$ cat src/rtl/feature_packer_pkg.sv
// Shared definitions for the feature packer: FSM state encoding and the
// width of the saturating frame counters.
package feature_packer_pkg;

  localparam int CNT_W = 16;

  typedef enum logic [1:0] {
    ST_FILL = 2'd0,
    ST_EMIT = 2'd1,
    ST_DROP = 2'd2
  } pack_state_t;

endpackage

$ cat src/rtl/feature_packer_sat_counter.sv
// Saturating event counter: increments on inc and sticks at all-ones.
module sat_counter
  import feature_packer_pkg::*;
(
  input  logic             clk,
  input  logic             rst_n,
  input  logic             inc,
  output logic [CNT_W-1:0] count
);

  always_ff @(posedge clk or negedge rst_n) begin
    if (!rst_n) begin
      count <= '0;
    end else if (inc && (count != '1)) begin
      count <= count + 1'b1;
    end
  end

endmodule

$ cat src/rtl/feature_packer.sv
// Collects a framed stream of signed words into one packed feature vector,
// emitting a single-cycle m_valid per well-formed frame and flagging bad frames.
module feature_packer
  import feature_packer_pkg::*;
#(
  parameter int N_FEATURES = 8,
  parameter int WIDTH      = 32
) (
  input  logic                        clk,
  input  logic                        rst_n,
  input  logic                        s_valid,
  output logic                        s_ready,
  input  logic [WIDTH-1:0]            s_data,
  input  logic                        s_last,
  output logic                        m_valid,
  output logic [WIDTH*N_FEATURES-1:0] m_x_flat,
  output logic                        frame_err,
  output logic [CNT_W-1:0]            ok_cnt,
  output logic [CNT_W-1:0]            err_cnt
);

  localparam int IDX_W = (N_FEATURES > 2) ? $clog2(N_FEATURES) : 1;
  localparam logic [IDX_W-1:0] LAST_IDX = IDX_W'(N_FEATURES - 1);

  pack_state_t                          state;
  logic [IDX_W-1:0]                     idx;
  logic [N_FEATURES-1:0][WIDTH-1:0]     staging;
  logic [N_FEATURES-1:0][WIDTH-1:0]     next_vec;
  logic                                 xfer;
  logic                                 at_end;
  logic                                 ok_inc;
  logic                                 err_inc;

  assign xfer    = s_valid & s_ready;
  assign at_end  = (idx == LAST_IDX);
  assign ok_inc  = (state == ST_FILL) && xfer && s_last && at_end;
  // Short frame (last too early) or long frame (no last at the final slot).
  assign err_inc = (state == ST_FILL) && xfer && (s_last != at_end);

  // The final word goes straight to the output, bypassing the staging register.
  always_comb begin
    next_vec      = staging;
    next_vec[idx] = s_data;
  end

  always_ff @(posedge clk or negedge rst_n) begin
    if (!rst_n) begin
      state     <= ST_FILL;
      idx       <= '0;
      staging   <= '0;
      m_x_flat  <= '0;
      m_valid   <= 1'b0;
      frame_err <= 1'b0;
      s_ready   <= 1'b1;
    end else begin
      m_valid   <= 1'b0;
      frame_err <= 1'b0;
      case (state)
        ST_FILL: begin
          if (xfer) begin
            staging[idx] <= s_data;
            if (s_last || at_end) begin
              idx <= '0;
            end else begin
              idx <= idx + 1'b1;
            end
            if (ok_inc) begin
              state    <= ST_EMIT;
              m_valid  <= 1'b1;
              m_x_flat <= next_vec;
              s_ready  <= 1'b0;
            end else if (err_inc) begin
              frame_err <= 1'b1;
              if (!s_last) begin
                state <= ST_DROP;
              end
            end
          end
        end
        ST_EMIT: begin
          state   <= ST_FILL;
          s_ready <= 1'b1;
        end
        ST_DROP: begin
          if (xfer && s_last) begin
            state <= ST_FILL;
          end
        end
        default: begin
          state   <= ST_FILL;
          idx     <= '0;
          s_ready <= 1'b1;
        end
      endcase
    end
  end

  sat_counter u_ok_cnt (
    .clk   (clk),
    .rst_n (rst_n),
    .inc   (ok_inc),
    .count (ok_cnt)
  );

  sat_counter u_err_cnt (
    .clk   (clk),
    .rst_n (rst_n),
    .inc   (err_inc),
    .count (err_cnt)
  );

endmodule

$ cat config.mk
export PLATFORM = sky130hd
export DESIGN_NAME = feature_packer
export DESIGN_NICKNAME = d
export VERILOG_FILES = /design/src/rtl/feature_packer_pkg.sv /design/src/rtl/feature_packer_sat_counter.sv /design/src/rtl/feature_packer.sv
export SDC_FILE = /design/constraint.sdc
export NUM_CORES = 1
export LEC_CHECK = 0
export BUFFER_PORTS_ARGS = -buffer_cell sky130_fd_sc_hd__buf_2
export CAP_MARGIN = 10
export CORE_MARGIN = 2
export CORE_UTILIZATION = 52
export CTS_CLUSTER_DIAMETER = 80
export DETAILED_ROUTE_END_ITERATION = 10
export GPL_TIMING_DRIVEN = 0
export PLACE_DENSITY = 0.84
export SYNTH_ARGS = -nofsm -noshare
export SYNTH_HDL_FRONTEND = slang
export SYNTH_HIERARCHICAL = 1
export SYNTH_SLANG_ARGS = --single-unit
$ cat constraint.sdc
create_clock -name clk -period 2.33 [get_ports clk]
set_input_delay 0.1165 -clock clk [delete_from_list [all_inputs] [get_ports clk]]
set_output_delay 0.1165 -clock clk [all_outputs]
set_load 0.1 [all_outputs]
* Word-level counts from Yosys, hierarchy flattened
Cells that the tools add are included.
** Word-level totals
- Bits in registers :: 552
- Input port bits :: 36
- Output and inout bits :: 291
- Word-level logic and storage cells :: 73
** Operators by class
- Reductions and logical operators :: 16
- Eq/ne operators :: 11
- Muxes and demuxes :: 22
- Order comparisons :: 2
- Add/subtract/negate cells :: 3
- Bitwise operators :: 3
** Operator list (count)
- bitwise mux 256 bit :: 1
- demux 32 bit (select 3 bit) :: 1
- adder 16 x 1 -> 16 bit (second input constant) :: 2
- two-way mux 32 bit :: 1
- inequality test 16 bit (second input constant) :: 2
- two-way mux 2 bit :: 5
- two-way mux 1 bit :: 9
- logical AND 1 bit :: 8
- two-way mux 3 bit :: 2
- one-hot mux 3 bit (2 select lines) :: 1
- AND reduction 3 bit :: 2
- < comparator 3 x 4 -> 1 bit (second input constant) :: 1
- inequality test 2 bit (second input constant) :: 2
- one-hot mux 2 bit (2 select lines) :: 1
- AND reduction 2 bit :: 2
- AND reduction 4 bit :: 1
- adder 3 x 1 -> 3 bit (second input constant) :: 1
- == test 3 bit (second input constant) :: 1
- >= comparator 3 x 1 -> 1 bit (second input constant) :: 1
- inequality test 3 x 1 -> 1 bit (second input constant) :: 1
- inequality test 3 x 2 -> 1 bit (second input constant) :: 1
- == test 2 x 1 -> 1 bit (second input constant) :: 1
- == test 2 bit (second input constant) :: 1
- logical NOT 2 bit :: 1
- 7 further kinds :: 8

* Depth between registers and ports, before layout
Gate-level depths: netlist (run 1).
- Depth after elaboration :: 7
- Gate-level depth with buffers :: 12
- Mapped depth without buffers :: 10

* Cells and area by module
The synthesis (run 1) kept the hierarchy.
** By module, submodules not included
- feature_packer :: cells an instance 1771, times used 1, seq. area each 13013.7 sq um, area each 22278.9 sq um
- sat_counter :: cells an instance 77, times used 2, seq. area each 400.4 sq um, area each 884.6 sq um

* Worst setup path after synthesis (run 1)
Ideal clock, no wire load.
- Kind :: reg2reg
- Start :: reg s_ready
- End :: reg u_ok_cnt.count[15]
- Buffers on the path :: 2
- Library setup time :: 0.126 ns
- Path slack :: -0.438 ns
- Required time :: 2.204 ns
- Cell stages (with the launch flop) :: 10
- Period minus slack after synthesis :: 2.768 ns
- Data arrival time :: 2.643 ns
- Cells stage by stage :: dfstp_2 nand3_1 or2_2 clkbuf_1 clkbuf_1 inv_1 nand4_1 nor4_4 nand3_2 mux2_4
** On the way
- Word-level cells in the longest chain between the ends :: 5
** RTL lines
- from (decl) :: RTL line feature_packer.sv:12 : output logic s_ready,
- from (signal assigned) :: RTL line feature_packer.sv:54 : s_ready <= 1'b1;
- from (signal assigned) :: RTL line feature_packer.sv:71 : s_ready <= 1'b0;
- from (signal assigned) :: RTL line feature_packer.sv:82 : s_ready <= 1'b1;
- bitwise AND 1 bit :: RTL line feature_packer.sv:34 : assign xfer = s_valid & s_ready;
- logical AND 1 bit (3 in series) :: RTL line feature_packer.sv:36 : assign ok_inc = (state == ST_FILL) && xfer && s_last && at_end;
- net ok_inc :: RTL line feature_packer.sv:31 : logic ok_inc;
- logical AND 1 bit :: RTL line feature_packer_sat_counter.sv:14 : end else if (inc && (count != '1)) begin
- to (signal assigned) :: RTL line feature_packer_sat_counter.sv:15 : count <= count + 1'b1;
- to (decl) :: RTL line feature_packer_sat_counter.sv:8 : output logic [CNT_W-1:0] count
The timed path passes the listed nets, and every way through them passes these cells.
A chain may end at the register's enable or synchronous reset.

* Worst setup path in the final report (run 1)
- Start :: reg idx[0]
- End :: reg m_x_flat[117]
** On the way
- Word-level cells in the longest chain between the ends :: 5
- Elaborated cells on any way between the ends :: 9
- Those cells by class :: 2 x order compare; 1 x eq/ne; 3 x mux; 3 x reduce/logical
** RTL lines
- from (decl) :: RTL line feature_packer.sv:26 : logic [IDX_W-1:0] idx;
- from (signal assigned) :: RTL line feature_packer.sv:65 : idx <= idx + 1'b1;
- < comparator 3 x 4 -> 1 bit (not written as such) or >= comparator 3 x 1 -> 1 bit (tied branches) :: RTL line feature_packer.sv:43 : next_vec[idx] = s_data;
- logical AND 1 bit (not written as such) :: RTL line feature_packer.sv:43
- two-way mux 32 bit (not written as such) :: RTL line feature_packer.sv:43
- demux 32 bit (select 3 bit) :: RTL line feature_packer.sv:43
- bitwise mux 256 bit :: RTL line feature_packer.sv:43
- to (signal assigned) :: RTL line feature_packer.sv:70 : m_x_flat <= next_vec;
- to (decl) :: RTL line feature_packer.sv:16 : output logic [WIDTH*N_FEATURES-1:0] m_x_flat,
Parallel ways exist; a longest one is shown, timed or not.

==> flow_summary.html, run 1 <==
<table>
<tr><th>Metric</th><th>Value</th></tr>
<tr><th colspan="2">Run status</th></tr>
<tr><td>Status</td><td>finished, final reports clean</td></tr>
<tr><th colspan="2">Synth</th></tr>
<tr><td>Area share of the largest cell type after synthesis</td><td>between 50% and 60%</td></tr>
<tr><td>Fraction of the mapped netlist area in compound gates</td><td>between 10% and 20%</td></tr>
<tr><td>Dominant combinational cell family by area after synthesis</td><td>multiplexers</td></tr>
<tr><td>Top cells by instance count after synthesis</td><td>dfrtp_1, o21ai_0, mux2i_1</td></tr>
<tr><td>Number of flops mapped to enable cells by yosys</td><td>0</td></tr>
<tr><td>Mux share of post-synthesis cell area</td><td>a little under a quarter</td></tr>
<tr><td>Library cell with the largest summed area after synthesis</td><td>dfrtp_1</td></tr>
<tr><td>Leading post-synthesis cells by cell area</td><td>dfrtp_1, mux2i_1, o21ai_0</td></tr>
<tr><td>Most used standard cell by instance count after synthesis</td><td>dfrtp_1</td></tr>
<tr><td>XOR/XNOR share of the synthesized area</td><td>0.510%</td></tr>
<tr><td>Flip-flop and latch count after synthesis</td><td>approximately 550</td></tr>
<tr><td>Number of warnings issued by yosys</td><td>6</td></tr>
<tr><td>Synthesized Nets</td><td>about 2000</td></tr>
<tr><td>Mean Syn Cell Area</td><td>approximately 12 um2</td></tr>
<tr><td>Register area share after synthesis</td><td>between 50% and 60%</td></tr>
<tr><td>Async set-reset flop share out of synthesis</td><td>between 90% and 100%</td></tr>
<tr><td>Synthesized cell area</td><td>around 24000 um2</td></tr>
<tr><td>Number of instances in the synthesized netlist</td><td>1925</td></tr>
<tr><td>Post-synth top flop</td><td>dfrtp_1</td></tr>
<tr><td>Synth Area in Adders</td><td>less than 1%</td></tr>
<tr><td>Share of synthesized cell area in and, or, nand and nor gates</td><td>~3.0%</td></tr>
<tr><td>Distinct cells, synth</td><td>49</td></tr>
<tr><th colspan="2">Route</th></tr>
<tr><td>DRT antenna net count</td><td>0</td></tr>
<tr><td>Number of optimization iterations in the first detailed-route pass</td><td>5</td></tr>
<tr><td>Overall via count from detail_route</td><td>between 15000 and 20000</td></tr>
<tr><td>DRC violation total after the first TritonRoute iteration</td><td>between 1500 and 2000</td></tr>
<tr><td>DRC Markers</td><td>0</td></tr>
<tr><td>Total wire length</td><td>about 76000 um</td></tr>
<tr><td>Via count normalized by instance count</td><td>6.10</td></tr>
<tr><td>Avg WL per Cell</td><td>around 25 um</td></tr>
<tr><th colspan="2">Clock tree</th></tr>
<tr><td>Buffers from clock root to sink, at most</td><td>3</td></tr>
<tr><td>Number of buffers created by CTS</td><td>54</td></tr>
<tr><td>Clock latency on the worst-skew pair</td><td>about 0.61 ns</td></tr>
<tr><td>Clock Pin Slew Worst Setup and Hold Paths</td><td>around 0.07 ns</td></tr>
<tr><td>Clock Tree Root</td><td>clkbuf_16</td></tr>
<tr><td>Clock tree from TritonCTS</td><td>done</td></tr>
<tr><td>TritonCTS sink count</td><td>~550</td></tr>
<tr><td>Count of H-tree levels built during CTS</td><td>2</td></tr>
<tr><th colspan="2">Pwr</th></tr>
<tr><td>Register share of total power</td><td>approximately two fifths</td></tr>
<tr><td>Switching part of the total</td><td>~30%</td></tr>
<tr><td>Net Sw Power</td><td>about 8.5 mW</td></tr>
<tr><td>Peak supply drop</td><td>just over 0.0009 V</td></tr>
<tr><td>Internal power</td><td>19.9 mW</td></tr>
<tr><td>Power per cell area</td><td>just under 1000 nW/um2</td></tr>
<tr><td>Relative contribution of the clock network to total power</td><td>34.3%</td></tr>
<tr><td>P_leak</td><td>about 15 nW</td></tr>
<tr><td>Comb power frac</td><td>a little under a quarter</td></tr>
<tr><th colspan="2">STA</th></tr>
<tr><td>Max-slew headroom at the worst pin</td><td>a little under half</td></tr>
<tr><td>Clock period minus worst slack</td><td>~2.3 ns</td></tr>
<tr><td>Setup-failing EPs final</td><td>0</td></tr>
<tr><td>Fin. Hold Viols</td><td>0</td></tr>
<tr><td>RSZ-0062 raised after global routing</td><td>yes</td></tr>
<tr><td>Max Clock Skew</td><td>around 0.026 ns</td></tr>
<tr><td>Peak clock frequency supported by timing</td><td>~430 MHz</td></tr>
<tr><td>Crit share post-route</td><td>around 99%</td></tr>
<tr><td>Slew at the pin with the worst max-slew slack</td><td>between 0.8 and 0.9 ns</td></tr>
<tr><td>Number of max-slew violations in the final report</td><td>0</td></tr>
<tr><td>Setup slack of the critical path after layout</td><td>between 0.02 and 0.025 ns</td></tr>
<tr><th colspan="2">Die</th></tr>
<tr><td>Placement Rows</td><td>78</td></tr>
<tr><td>Horizontal extent of the die</td><td>around 220 um</td></tr>
<tr><td>IO Count</td><td>approximately 330</td></tr>
<tr><td>Die Area</td><td>approximately 48000 um2</td></tr>
<tr><td>Core footprint</td><td>between 40000 and 50000 um2</td></tr>
<tr><td>Vertical die dimension</td><td>around 220 um</td></tr>
<tr><td>Effective utilization at floorplan</td><td>between 50 and 60%</td></tr>
<tr><th colspan="2">Global route</th></tr>
<tr><td>Via count of the first global-routing pass</td><td>about 19000</td></tr>
<tr><td>First-pass GRT wire length</td><td>113000 um</td></tr>
<tr><td>Remaining Overflow, GRT</td><td>0</td></tr>
<tr><td>Initial antenna violation count</td><td>3</td></tr>
<tr><td>Largest net degree at the start of global routing</td><td>around 130</td></tr>
<tr><td>Total track usage</td><td>roughly a third</td></tr>
<tr><th colspan="2">Final layout</th></tr>
<tr><td>Layout Cell Area excl Fill</td><td>around 29000 um2</td></tr>
<tr><td>Net count, final</td><td>2408</td></tr>
<tr><td>Diodes inserted</td><td>0</td></tr>
<tr><td>Filler Cell Count</td><td>approximately 3400</td></tr>
<tr><td>Layout area overhead</td><td>22.0%</td></tr>
<tr><td>Core utilization of the finished layout</td><td>between 60 and 70%</td></tr>
<tr><td>Layout cells sized above 1</td><td>between 30% and 40%</td></tr>
<tr><td>Number of cells in the finished layout apart from fillers</td><td>~3000</td></tr>
<tr><th colspan="2">Placement</th></tr>
<tr><td>Number of cells after detailed placement</td><td>~2900</td></tr>
<tr><td>HPWL reported at the end of detailed placement</td><td>approximately 52000 um</td></tr>
<tr><td>Placed instance area</td><td>between 20000 and 30000 um2</td></tr>
<tr><td>Last weighted congestion value of the routability-driven placer</td><td>0.892</td></tr>
<tr><td>Port Buffer Count</td><td>roughly 330</td></tr>
<tr><td>DP Worst Slack</td><td>-0.544 ns</td></tr>
<tr><th colspan="2">Setup path</th></tr>
<tr><td>Slowest cell on crit path</td><td>dfrtp_2</td></tr>
<tr><td>Largest delay contributor family on the critical path</td><td>buffers and inverters</td></tr>
<tr><td>Endpoint class of the critical path</td><td>flip-flop</td></tr>
<tr><td>Worst Setup Start Kind</td><td>flip-flop</td></tr>
<tr><td>Critical path data required time</td><td>between 2 and 3 ns</td></tr>
<tr><td>Combined buffer and inverter count along the critical path</td><td>4</td></tr>
<tr><td>Data arrival time of the critical path</td><td>approximately 2.8 ns</td></tr>
<tr><td>Largest fanout on the critical path</td><td>10</td></tr>
<tr><td>CP cell instances</td><td>buf_4 &gt; buf_2 &gt; nand3b_1 &gt; clkbuf_1 &gt; clkbuf_4 &gt; mux2i_1 &gt; o21ai_0</td></tr>
<tr><td>Classification of the worst setup path</td><td>reg -&gt; reg</td></tr>
<tr><td>Worst stage delay on the critical path</td><td>~0.44 ns</td></tr>
<tr><th colspan="2">Min path</th></tr>
<tr><td>Class of the most critical hold timing path</td><td>in -&gt; reg</td></tr>
<tr><th colspan="2">Flow run</th></tr>
<tr><td>Max capacitance violation total</td><td>0</td></tr>
</table>
==> logic make-up (layout without fill, tap and decap cells) <==
logic type | count (synthesis) | after routing
DFF | 552 | 552
AOI/OAI and AO/OA | 547 | 547
muxes | 517 | 517
buffers and inverters | 186 | 670
and+or+nand+nor | 102 | 102
xor gates and xnor gates | 14 | 14
adders and majority gates | 7 | 7
==> path summary, 6_finish.rpt <==
check / startpoint / end / slack [ns] / depth (start not counted)
max reg2reg: idx[0] / m_x_flat[117] / 0.02 / 7
min in group asynchronous: rst_n / staging[37] / 0.49 / 3
min reg2reg: staging[93] / staging[93] / 0.49 / 1
max in group asynchronous: rst_n / m_x_flat[144] / 0.30 / 5
max: idx[0] / m_x_flat[117] / 0.02 / 7
min: s_valid / idx[2] / 0.06 / 4
==> placed cells by master (no fill, tap or decap), drive strengths merged, types with 6 or more instances in the layout <==
| cell | n |
|---|---|
| xnor2 | 10 |
| o21ai | 515 |
| o21a | 6 |
| nor2 | 15 |
| dfrtp | 551 |
| nand2 | 9 |
| inv | 9 |
| buf | 408 |
| nand3 | 20 |
| nand4 | 22 |
| nor3 | 6 |
| bufinv | 10 |
| and3 | 6 |
| clkinv | 8 |
| mux2i | 256 |
| mux2 | 261 |
| a21oi | 7 |
| clkbuf | 197 |
| dlygate4sd3 | 37 |
| ha | 7 |
==> metrics by stage <==
stage	TNS, ns	power [mW]	hold WS, ns
floorplan	-0.171	16.5	-0.179
global placement	-5349.32	18.0	0.352
detailed placement	-104.80	18.4	0.0383
CTS	0	28.3	0.0167
global route	-0.159	29.4	0.0758
finish	0	28.4	0.0569
==> power by group through the flow <==
stage | registers [mW] | clock network (mW) | logic, mW
global route | 12.0 | 10.2 | 7.20
CTS | 11.8 | 9.81 | 6.68
detailed placement | 11.9 | 0 | 6.45
floorplan | 12.2 | 0 | 4.25
finish | 11.8 | 9.75 | 6.82
global placement | 11.8 | 0 | 6.21
==> per-layer routing <==
| metal | vias to the layer above | part of all wire [%] | GRT usage (%) |
|---|---|---|---|
| met4 | 4 | 4.2 | 14.0 |
| met2 | 889 | 48 | 50.8 |
| met1 | 9467 | 40 | 41.2 |
| met3 | 188 | 8.7 | 7.48 |
| met5 | - | 0.034 | 0 |
| li1 | 7820 | - | - |
==> area by class of cell <==
class	count	area [um2]	share of cell area, %
multi-input cells	1187	9540	32.5
clock buffers	79	1630	5.55
inverters	7	46.3	0.158
clock inverters	21	373	1.27
repair buffers	387	2290	7.80
flip-flops and latches	552	13800	47.1
plain buffers	176	892	3.04
well taps	600	751	2.56
==> registers in the layout (all words and copies together) (netlist names) <==
name and cells:
frame_err 1, u_err_cnt/count 16, m_valid 1, s_ready 1
staging 256, u_ok_cnt/count 16, idx 3, m_x_flat 256
state 2
==> worst reg2reg max path: cells and delay by family (launching register included) <==
kind / cells / cell delay [ns]
buffers and inverters: 4 / 1.20
DFF: 1 / 0.44
muxes: 1 / 0.30
AOI/OAI and AO/OA: 1 / 0.12
and+or+nand+nor: 1 / 0.11
==> timing repair <==
item / in CTS / in global routing
buffers inserted: 10 / 9
hold endpoints to repair: 476 / 0
resized for setup: 43 / 37
cloned: 1 / 0
pin swaps: 6 / 6
hold buffers: 37 / 0
setup endpoints to repair: 430 / 270
Note: power is estimated with default switching activity, not from simulation.
==> run 2, diff against run 1 <==
--- a/config.mk
+++ b/config.mk
@@ -5,7 +5,7 @@
 export SDC_FILE = /design/constraint.sdc
 export NUM_CORES = 1
 export LEC_CHECK = 0
-export BUFFER_PORTS_ARGS = -buffer_cell sky130_fd_sc_hd__buf_2
+export BUFFER_PORTS_ARGS = -buffer_cell sky130_fd_sc_hd__buf_4
 export CAP_MARGIN = 10
 export CORE_MARGIN = 2
 export CORE_UTILIZATION = 52
==> run 2 against run 1 <==
The flow now finishes with violations (setup timing). Global-route usage barely moved. Non-clock buffer count fell by 4. Via count barely moved. Sequential power barely moved. Routed wire length rose by 0.52%. Fmax fell by 2.1%. Clock skew rose by 0.0060 ns. Count of clock-buffer cells in the layout did not move. Sequential share of layout area fell by 1.1 points. Critical path type unchanged.
==> flow_summary.html, run 2 (same netlist as run 1, synthesis figures left out) <==
<table>
<tr><th>Metric</th><th>Value</th></tr>
<tr><th colspan="2">Clock tree</th></tr>
<tr><td>Clock latency on the worst-skew pair</td><td>0.64 ns (+0.03 ns)</td></tr>
<tr><td>Buffers from clock root to sink, at most</td><td>3 (unchanged)</td></tr>
<tr><td>Count of H-tree levels built during CTS</td><td>2 (unchanged)</td></tr>
<tr><td>TritonCTS sink count</td><td>552 (unchanged)</td></tr>
<tr><td>Clock Tree Root</td><td>clkbuf_16</td></tr>
<tr><td>Number of buffers created by CTS</td><td>55 (+1.9%)</td></tr>
<tr><td>Clock Pin Slew Worst Setup and Hold Paths</td><td>0.06 ns (about the same)</td></tr>
<tr><td>Clock tree from TritonCTS</td><td>done</td></tr>
<tr><th colspan="2">Setup path</th></tr>
<tr><td>Critical path data required time</td><td>2.86 ns (+0.08 ns)</td></tr>
<tr><td>Number of cells traversed by the worst register-to-register path</td><td>7 (unchanged)</td></tr>
<tr><td>Classification of the worst setup path</td><td>reg -&gt; reg</td></tr>
<tr><td>Worst reg2reg setup slack</td><td>-0.03 ns (-0.05 ns)</td></tr>
<tr><td>Worst stage delay on the critical path</td><td>0.69 ns (+0.25 ns)</td></tr>
<tr><td>Largest fanout on the critical path</td><td>10 (unchanged)</td></tr>
<tr><td>Worst Setup Start Kind</td><td>flip-flop</td></tr>
<tr><td>Crit Reg-Reg Endpoint</td><td>m_x_flat[186]</td></tr>
<tr><td>Endpoint class of the critical path</td><td>flip-flop</td></tr>
<tr><td>CP cell instances</td><td>ha_4 &gt; ha_4 &gt; nand2_4 &gt; clkbuf_1 &gt; clkbuf_1 &gt; o21ai_0 &gt; o21ai_0</td></tr>
<tr><td>Data arrival time of the critical path</td><td>2.89 ns (+0.13 ns)</td></tr>
<tr><td>Slowest cell on crit path</td><td>clkbuf_1</td></tr>
<tr><td>Beginning of the worst register-to-register path</td><td>idx[0]</td></tr>
<tr><th colspan="2">STA</th></tr>
<tr><td>Peak clock frequency supported by timing</td><td>424 MHz (-2.1%)</td></tr>
<tr><td>Sum of negative setup slack</td><td>-0.0609 ns (-0.0609 ns)</td></tr>
<tr><td>Setup slack of the critical path after layout</td><td>-0.0302 ns (-0.0506 ns)</td></tr>
<tr><td>Max Clock Skew</td><td>0.0316 ns (+0.00599 ns)</td></tr>
<tr><td>Number of max-slew violations in the final report</td><td>0 (unchanged)</td></tr>
<tr><td>Setup-failing EPs final</td><td>3 (+3)</td></tr>
<tr><td>Slew at the pin with the worst max-slew slack</td><td>0.959 ns (+0.150 ns)</td></tr>
<tr><td>Fin. Hold Viols</td><td>0 (unchanged)</td></tr>
<tr><td>Clock period minus worst slack</td><td>2.36 ns (+0.0506 ns)</td></tr>
<tr><td>RSZ-0062 raised after global routing</td><td>yes</td></tr>
<tr><td>Max-slew headroom at the worst pin</td><td>36.1% (-9.8 points)</td></tr>
<tr><td>Crit share post-route</td><td>101% (+2.2 points)</td></tr>
<tr><th colspan="2">Die</th></tr>
<tr><td>Die Area</td><td>48000 um2 (unchanged)</td></tr>
<tr><td>Placement Rows</td><td>78 (unchanged)</td></tr>
<tr><td>Core footprint</td><td>45500 um2 (unchanged)</td></tr>
<tr><td>Horizontal extent of the die</td><td>219 um (unchanged)</td></tr>
<tr><td>Vertical die dimension</td><td>219 um (unchanged)</td></tr>
<tr><td>IO Count</td><td>327 (unchanged)</td></tr>
<tr><td>Effective utilization at floorplan</td><td>52.9% (unchanged)</td></tr>
<tr><th colspan="2">Final layout</th></tr>
<tr><td>Filler Cell Count</td><td>3353 (-1.2%)</td></tr>
<tr><td>Most common cell after layout, fill and taps aside</td><td>dfrtp_1</td></tr>
<tr><td>Biggest registers after layout</td><td>m_x_flat: 256 flops, staging: 256 flops</td></tr>
<tr><td>FF+latch area</td><td>13800 um2 (unchanged)</td></tr>
<tr><td>Most frequent cells in the layout</td><td>dfrtp_1, o21ai_0, buf_4</td></tr>
<tr><td>Layout cells sized above 1</td><td>32.8% (-0.042 points)</td></tr>
<tr><td>Net count, final</td><td>2405 (-0.12%)</td></tr>
<tr><td>Layout area overhead</td><td>25.0%</td></tr>
<tr><td>Area occupied by multi-input gates</td><td>9530 um2 (about the same)</td></tr>
<tr><th colspan="2">Route</th></tr>
<tr><td>Number of optimization iterations in the first detailed-route pass</td><td>5 (unchanged)</td></tr>
<tr><td>Via count normalized by instance count</td><td>6.10 (about the same)</td></tr>
<tr><td>Avg WL per Cell</td><td>25.4 um (+0.58%)</td></tr>
<tr><td>DRC Markers</td><td>0 (unchanged)</td></tr>
<tr><td>DRT antenna net count</td><td>0 (unchanged)</td></tr>
<tr><td>Overall via count from detail_route</td><td>18356 (-0.065%)</td></tr>
<tr><td>DRC violation total after the first TritonRoute iteration</td><td>1736 (-4.1%)</td></tr>
<tr><td>Total wire length</td><td>76200 um (+0.52%)</td></tr>
<tr><th colspan="2">Global route</th></tr>
<tr><td>Largest net degree at the start of global routing</td><td>129 (-2.3%)</td></tr>
<tr><td>Remaining Overflow, GRT</td><td>0 (unchanged)</td></tr>
<tr><td>Initial antenna violation count</td><td>0 (-3)</td></tr>
<tr><td>Total track usage</td><td>31.6% (-0.036 points)</td></tr>
<tr><td>Via count of the first global-routing pass</td><td>18511 (-0.18%)</td></tr>
<tr><td>First-pass GRT wire length</td><td>113000 um (about the same)</td></tr>
<tr><th colspan="2">Placement</th></tr>
<tr><td>DP Worst Slack</td><td>-0.533 ns (+0.0112 ns)</td></tr>
<tr><td>Port Buffer Count</td><td>326 (unchanged)</td></tr>
<tr><td>Last weighted congestion value of the routability-driven placer</td><td>0.892 (about the same)</td></tr>
<tr><td>HPWL reported at the end of detailed placement</td><td>52400 um (+1.4%)</td></tr>
<tr><th colspan="2">Run status</th></tr>
<tr><td>Failing checks</td><td>setup timing</td></tr>
<tr><td>Status</td><td>finished with violations</td></tr>
<tr><th colspan="2">Flow run</th></tr>
<tr><td>Max capacitance violation total</td><td>0 (unchanged)</td></tr>
<tr><th colspan="2">Pwr</th></tr>
<tr><td>Peak supply drop</td><td>0.000804 V (-11%)</td></tr>
<tr><td>P_leak</td><td>15.1 nW (-0.20%)</td></tr>
<tr><td>Power per cell area</td><td>934 nW/um2 (-3.5%)</td></tr>
<tr><th colspan="2">Min path</th></tr>
<tr><td>Number of cells on the worst hold path</td><td>4 (unchanged)</td></tr>
<tr><td>Terminating pin of the worst hold path</td><td>idx[1]</td></tr>
<tr><td>Start point of the worst hold path</td><td>s_valid</td></tr>
<tr><td>Class of the most critical hold timing path</td><td>in -&gt; reg</td></tr>
</table>
==> run 2: layer usage <==
metal	up-vias	wire length, um	global-route usage, %
li1	7794	-	-
met1	9439	30600	41.6
met2	918	35700	49.9
met3	205	6430	7.29
met4	0	3580	14.8
met5	-	0	0
==> run 2: area by class of cell <==
type / count / share of cell area (%)
Antenna cell: 1 / 0.00833
Buffer: 176 / 3.00
Clock buffer: 79 / 5.44
Clock inverter: 22 / 1.02
Inverter: 7 / 0.154
Multi-Input combinational cell: 1187 / 31.7
Sequential cell: 552 / 46.0
Tap cell: 600 / 2.50
Timing Repair Buffer: 383 / 10.2
==> run 2: critical path: cells and delay by family, from the launching register on <==
kind / cells / cell delay, ns
flops: 1 / 0.43
compound gates: 2 / 0.32
buf+inv: 2 / 1.07
simple gates: 1 / 0.09
fa+ha+maj: 2 / 0.34
==> run 2: metrics by stage <==
| step | utilization [%] | hold WS, ns | instance area [um2] | cells | total power [mW] |
|---|---|---|---|---|---|
| 4_1_cts | 65.8 | 0.000186 | 29900 | 3001 | 28.0 |
| 3_3_place_gp | 60.0 | 0.325 | 27300 | 2851 | 18.1 |
| 2_1_floorplan | - | -0.179 | 24100 | 1925 | 16.5 |
| 3_5_place_dp | 60.3 | 0.296 | 27400 | 2855 | 18.4 |
| 5_1_grt | 66.1 | 0.0652 | 30100 | 3006 | 29.1 |
| 6_report | 66.1 | 0.0459 | 30100 | 3007 | 28.1 |
==> run 2: worst max path at each step <==
stage | startpoint | to | slack [ns]
5_1_grt | idx[1] | u_ok_cnt/count[15] | -0.11
3_3_place_gp | rst_n | m_x_flat[179] | -4.48
2_1_floorplan | s_ready | u_ok_cnt/count[15] | -0.17
6_report | idx[0] | m_x_flat[186] | -0.03
4_1_cts | state[0] | staging[194] | 0.0001
3_5_place_dp | idx[0] | m_x_flat[102] | -0.53
==> run 2: repair_timing <==
action                                 in CTS  in global routing
cloned                                      0                  2
resized for setup                          40                 43
buffers inserted                           11                  5
setup endpoints to repair                 408                258
endpoints found under the hold margin     312                  0
pin swaps                                   5                  8
hold buffers                               35                  0
==> run 2: where the power goes <==
| group | internal, mW | total (mW) | switching (mW) |
|---|---|---|---|
| logic | 3.01 | 6.85 | 3.85 |
| clock network | 5.55 | 9.42 | 3.87 |
| registers | 11.0 | 11.8 | 0.830 |
==> run 3, diff against run 2 <==
--- a/config.mk
+++ b/config.mk
@@ -13,6 +13,7 @@
 export DETAILED_ROUTE_END_ITERATION = 10
 export GPL_TIMING_DRIVEN = 0
 export PLACE_DENSITY = 0.84
+export RECOVER_POWER = 100
 export SYNTH_ARGS = -nofsm -noshare
 export SYNTH_HDL_FRONTEND = slang
 export SYNTH_HIERARCHICAL = 1
==> run 3 against run 2 <==
The run still ends with setup timing left. Register-to-register slack worse by 0.02 ns. First-iteration DRC count is 3.6% lower. Sequential share of layout area is 1.6 points higher. Combinational power is 0.9% lower. Global-route usage stayed put. Clock power hardly changed. Clock skew is 0.00061 ns higher. Worst hold slack worse by 0.012 ns. Critical path depth stayed put. Final cell count stayed put. Routed wire length hardly changed. Fmax is 0.91% lower.
==> flow_summary.html, run 3 (same netlist as run 1, synthesis figures left out) <==
<table>
<tr><th>Metric</th><th>Value</th></tr>
<tr><th colspan="2">Setup path</th></tr>
<tr><td>Worst Setup Start Kind</td><td>flip-flop</td></tr>
<tr><td>Slowest cell on crit path</td><td>clkbuf_1</td></tr>
<tr><td>Worst reg2reg setup slack</td><td>-0.05 ns (-0.02 ns)</td></tr>
<tr><td>Worst stage delay on the critical path</td><td>0.71 ns (+0.02 ns)</td></tr>
<tr><td>Classification of the worst setup path</td><td>reg -&gt; reg</td></tr>
<tr><td>Largest fanout on the critical path</td><td>10 (unchanged)</td></tr>
<tr><td>Data arrival time of the critical path</td><td>2.91 ns (+0.02 ns)</td></tr>
<tr><td>Endpoint class of the critical path</td><td>flip-flop</td></tr>
<tr><td>CP cell instances</td><td>ha_4 &gt; ha_4 &gt; nand2_4 &gt; clkbuf_1 &gt; clkbuf_1 &gt; o21ai_0 &gt; o21ai_0</td></tr>
<tr><td>Largest delay contributor family on the critical path</td><td>buffers and inverters</td></tr>
<tr><td>Critical path data required time</td><td>2.86 ns (about the same)</td></tr>
<tr><td>Combined buffer and inverter count along the critical path</td><td>2 (unchanged)</td></tr>
<tr><th colspan="2">Placement</th></tr>
<tr><td>Last weighted congestion value of the routability-driven placer</td><td>0.892 (unchanged)</td></tr>
<tr><td>DP Worst Slack</td><td>-0.533 ns (unchanged)</td></tr>
<tr><td>HPWL reported at the end of detailed placement</td><td>52400 um (unchanged)</td></tr>
<tr><td>Number of cells after detailed placement</td><td>2855 (unchanged)</td></tr>
<tr><td>Port Buffer Count</td><td>326 (unchanged)</td></tr>
<tr><th colspan="2">Die</th></tr>
<tr><td>Placement Rows</td><td>78 (unchanged)</td></tr>
<tr><td>IO Count</td><td>327 (unchanged)</td></tr>
<tr><td>Die Area</td><td>48000 um2 (unchanged)</td></tr>
<tr><td>Effective utilization at floorplan</td><td>52.9% (unchanged)</td></tr>
<tr><td>Vertical die dimension</td><td>219 um (unchanged)</td></tr>
<tr><td>Core footprint</td><td>45500 um2 (unchanged)</td></tr>
<tr><td>Horizontal extent of the die</td><td>219 um (unchanged)</td></tr>
<tr><th colspan="2">Final layout</th></tr>
<tr><td>Core utilization of the finished layout</td><td>63.9% (-2.2 points)</td></tr>
<tr><td>Layout area overhead</td><td>20.8%</td></tr>
<tr><td>Most frequent cells in the layout</td><td>dfrtp_1, o21ai_0, clkbuf_1</td></tr>
<tr><td>Biggest registers after layout</td><td>m_x_flat: 256 flops, staging: 256 flops</td></tr>
<tr><td>Number of cells in the finished layout apart from fillers</td><td>3007 (unchanged)</td></tr>
<tr><td>Layout cells sized above 1</td><td>24.9% (-7.9 points)</td></tr>
<tr><td>Net count, final</td><td>2405 (unchanged)</td></tr>
<tr><td>Most common cell after layout, fill and taps aside</td><td>dfrtp_1</td></tr>
<tr><th colspan="2">Clock tree</th></tr>
<tr><td>Clock Tree Root</td><td>clkbuf_16</td></tr>
<tr><td>Clock tree from TritonCTS</td><td>done</td></tr>
<tr><td>Number of buffers created by CTS</td><td>55 (unchanged)</td></tr>
<tr><td>Clock Pin Slew Worst Setup and Hold Paths</td><td>0.06 ns (about the same)</td></tr>
<tr><td>Buffers from clock root to sink, at most</td><td>3 (unchanged)</td></tr>
<tr><td>Clock latency on the worst-skew pair</td><td>0.64 ns (about the same)</td></tr>
<tr><td>Count of H-tree levels built during CTS</td><td>2 (unchanged)</td></tr>
<tr><td>TritonCTS sink count</td><td>552 (unchanged)</td></tr>
<tr><th colspan="2">STA</th></tr>
<tr><td>Number of max-slew violations in the final report</td><td>0 (unchanged)</td></tr>
<tr><td>Sum of negative setup slack</td><td>-0.168 ns (-0.107 ns)</td></tr>
<tr><td>Clock period minus worst slack</td><td>2.38 ns (+0.0217 ns)</td></tr>
<tr><td>Hold slack final</td><td>0.0340 ns (-0.0119 ns)</td></tr>
<tr><td>Setup slack of the critical path after layout</td><td>-0.0519 ns (-0.0217 ns)</td></tr>
<tr><td>Setup-failing EPs final</td><td>9 (+6)</td></tr>
<tr><td>Peak clock frequency supported by timing</td><td>420 MHz (-0.91%)</td></tr>
<tr><td>Max Clock Skew</td><td>0.0322 ns (+0.000615 ns)</td></tr>
<tr><td>RSZ-0062 raised after global routing</td><td>yes</td></tr>
<tr><td>Crit share post-route</td><td>102% (+0.93 points)</td></tr>
<tr><td>Max-slew headroom at the worst pin</td><td>16.4% (-20 points)</td></tr>
<tr><td>Slew at the pin with the worst max-slew slack</td><td>1.26 ns (+0.300 ns)</td></tr>
<tr><td>Fin. Hold Viols</td><td>0 (unchanged)</td></tr>
<tr><th colspan="2">Route</th></tr>
<tr><td>DRC violation total after the first TritonRoute iteration</td><td>1674 (-3.6%)</td></tr>
<tr><td>Overall via count from detail_route</td><td>18449 (+0.51%)</td></tr>
<tr><td>DRT antenna net count</td><td>0 (unchanged)</td></tr>
<tr><td>Avg WL per Cell</td><td>25.4 um (about the same)</td></tr>
<tr><td>Number of optimization iterations in the first detailed-route pass</td><td>5 (unchanged)</td></tr>
<tr><td>DRC Markers</td><td>0 (unchanged)</td></tr>
<tr><td>Via count normalized by instance count</td><td>6.14 (+0.51%)</td></tr>
<tr><td>Total wire length</td><td>76300 um (about the same)</td></tr>
<tr><th colspan="2">Pwr</th></tr>
<tr><td>Power per cell area</td><td>964 nW/um2 (+3.2%)</td></tr>
<tr><td>Peak supply drop</td><td>0.000806 V (+0.23%)</td></tr>
<tr><td>P_leak</td><td>14.2 nW (-6.0%)</td></tr>
<tr><th colspan="2">Global route</th></tr>
<tr><td>Via count of the first global-routing pass</td><td>18511 (unchanged)</td></tr>
<tr><td>Initial antenna violation count</td><td>0 (unchanged)</td></tr>
<tr><td>Total track usage</td><td>31.6% (unchanged)</td></tr>
<tr><td>First-pass GRT wire length</td><td>113000 um (unchanged)</td></tr>
<tr><td>Largest net degree at the start of global routing</td><td>129 (unchanged)</td></tr>
<tr><td>Remaining Overflow, GRT</td><td>0 (unchanged)</td></tr>
<tr><th colspan="2">Min path</th></tr>
<tr><td>Class of the most critical hold timing path</td><td>in -&gt; reg</td></tr>
<tr><th colspan="2">Run status</th></tr>
<tr><td>Failing checks</td><td>setup timing</td></tr>
<tr><td>Status</td><td>finished with violations</td></tr>
<tr><th colspan="2">Flow run</th></tr>
<tr><td>Max capacitance violation total</td><td>0 (unchanged)</td></tr>
</table>
## run 3: per-layer routing
metal / vias to the layer above / part of all wire, % / GRT usage (%)
li1: 7811 / - / -
met1: 9495 / 40 / 41.6
met2: 949 / 47 / 49.9
met3: 194 / 9.0 / 7.29
met4: 0 / 4.6 / 14.8
met5: - / 0 / 0
## run 3: repair_timing
| item | in CTS | in global routing |
|---|---|---|
| gates resized for setup | 40 | 43 |
| pin swaps | 5 | 8 |
| endpoints found under the hold margin | 312 | 0 |
| cloned | 0 | 2 |
| setup buffers | 11 | 5 |
| hold buffers | 35 | 0 |
| endpoints found under the setup margin | 408 | 258 |
## run 3: report_power, final
group	switching, mW	leakage (nW)	internal, mW
logic	3.84	5.75	2.95
registers	0.828	7.48	11.0
clock network	3.86	0.959	5.55
total	8.53	14.2	19.5
## run 3: final timing paths
check	to	start	depth (start not counted)
max in group asynchronous	m_x_flat[46]	rst_n	3
min reg2reg	staging[94]	staging[94]	1
max	m_x_flat[172]	idx[0]	7
min	idx[1]	s_valid	4
min in group asynchronous	m_x_flat[167]	rst_n	2
max reg2reg	m_x_flat[172]	idx[0]	7
## run 3: worst register-to-register path, cell delays in order (launching register included)
cell and delay [ns]:
dfrtp_2 0.43, ha_4 0.17, ha_4 0.17, nand2_4 0.09, clkbuf_1 0.71, clkbuf_1 0.43, o21ai_0 0.17, o21ai_0 0.10
## run 3: metrics by stage
| stage | total power, mW | cell area [um2] |
|---|---|---|
| floorplan | 16.5 | 24100 |
| global placement | 18.1 | 27300 |
| detailed placement | 18.4 | 27400 |
| CTS | 28.0 | 29900 |
| global route | 29.0 | 29100 |
| finish | 28.0 | 29100 |
## run 3: area by class of cell
type / count / area, um2
inverter: 7 / 46.3
tap: 600 / 751
antenna: 1 / 2.50
timing repair buffer: 383 / 2060
buffer: 176 / 901
sequential: 552 / 13800
clock inverter: 22 / 305
fill: 3637 / 16400
multi-input combinational: 1187 / 9530
clock buffer: 79 / 1640
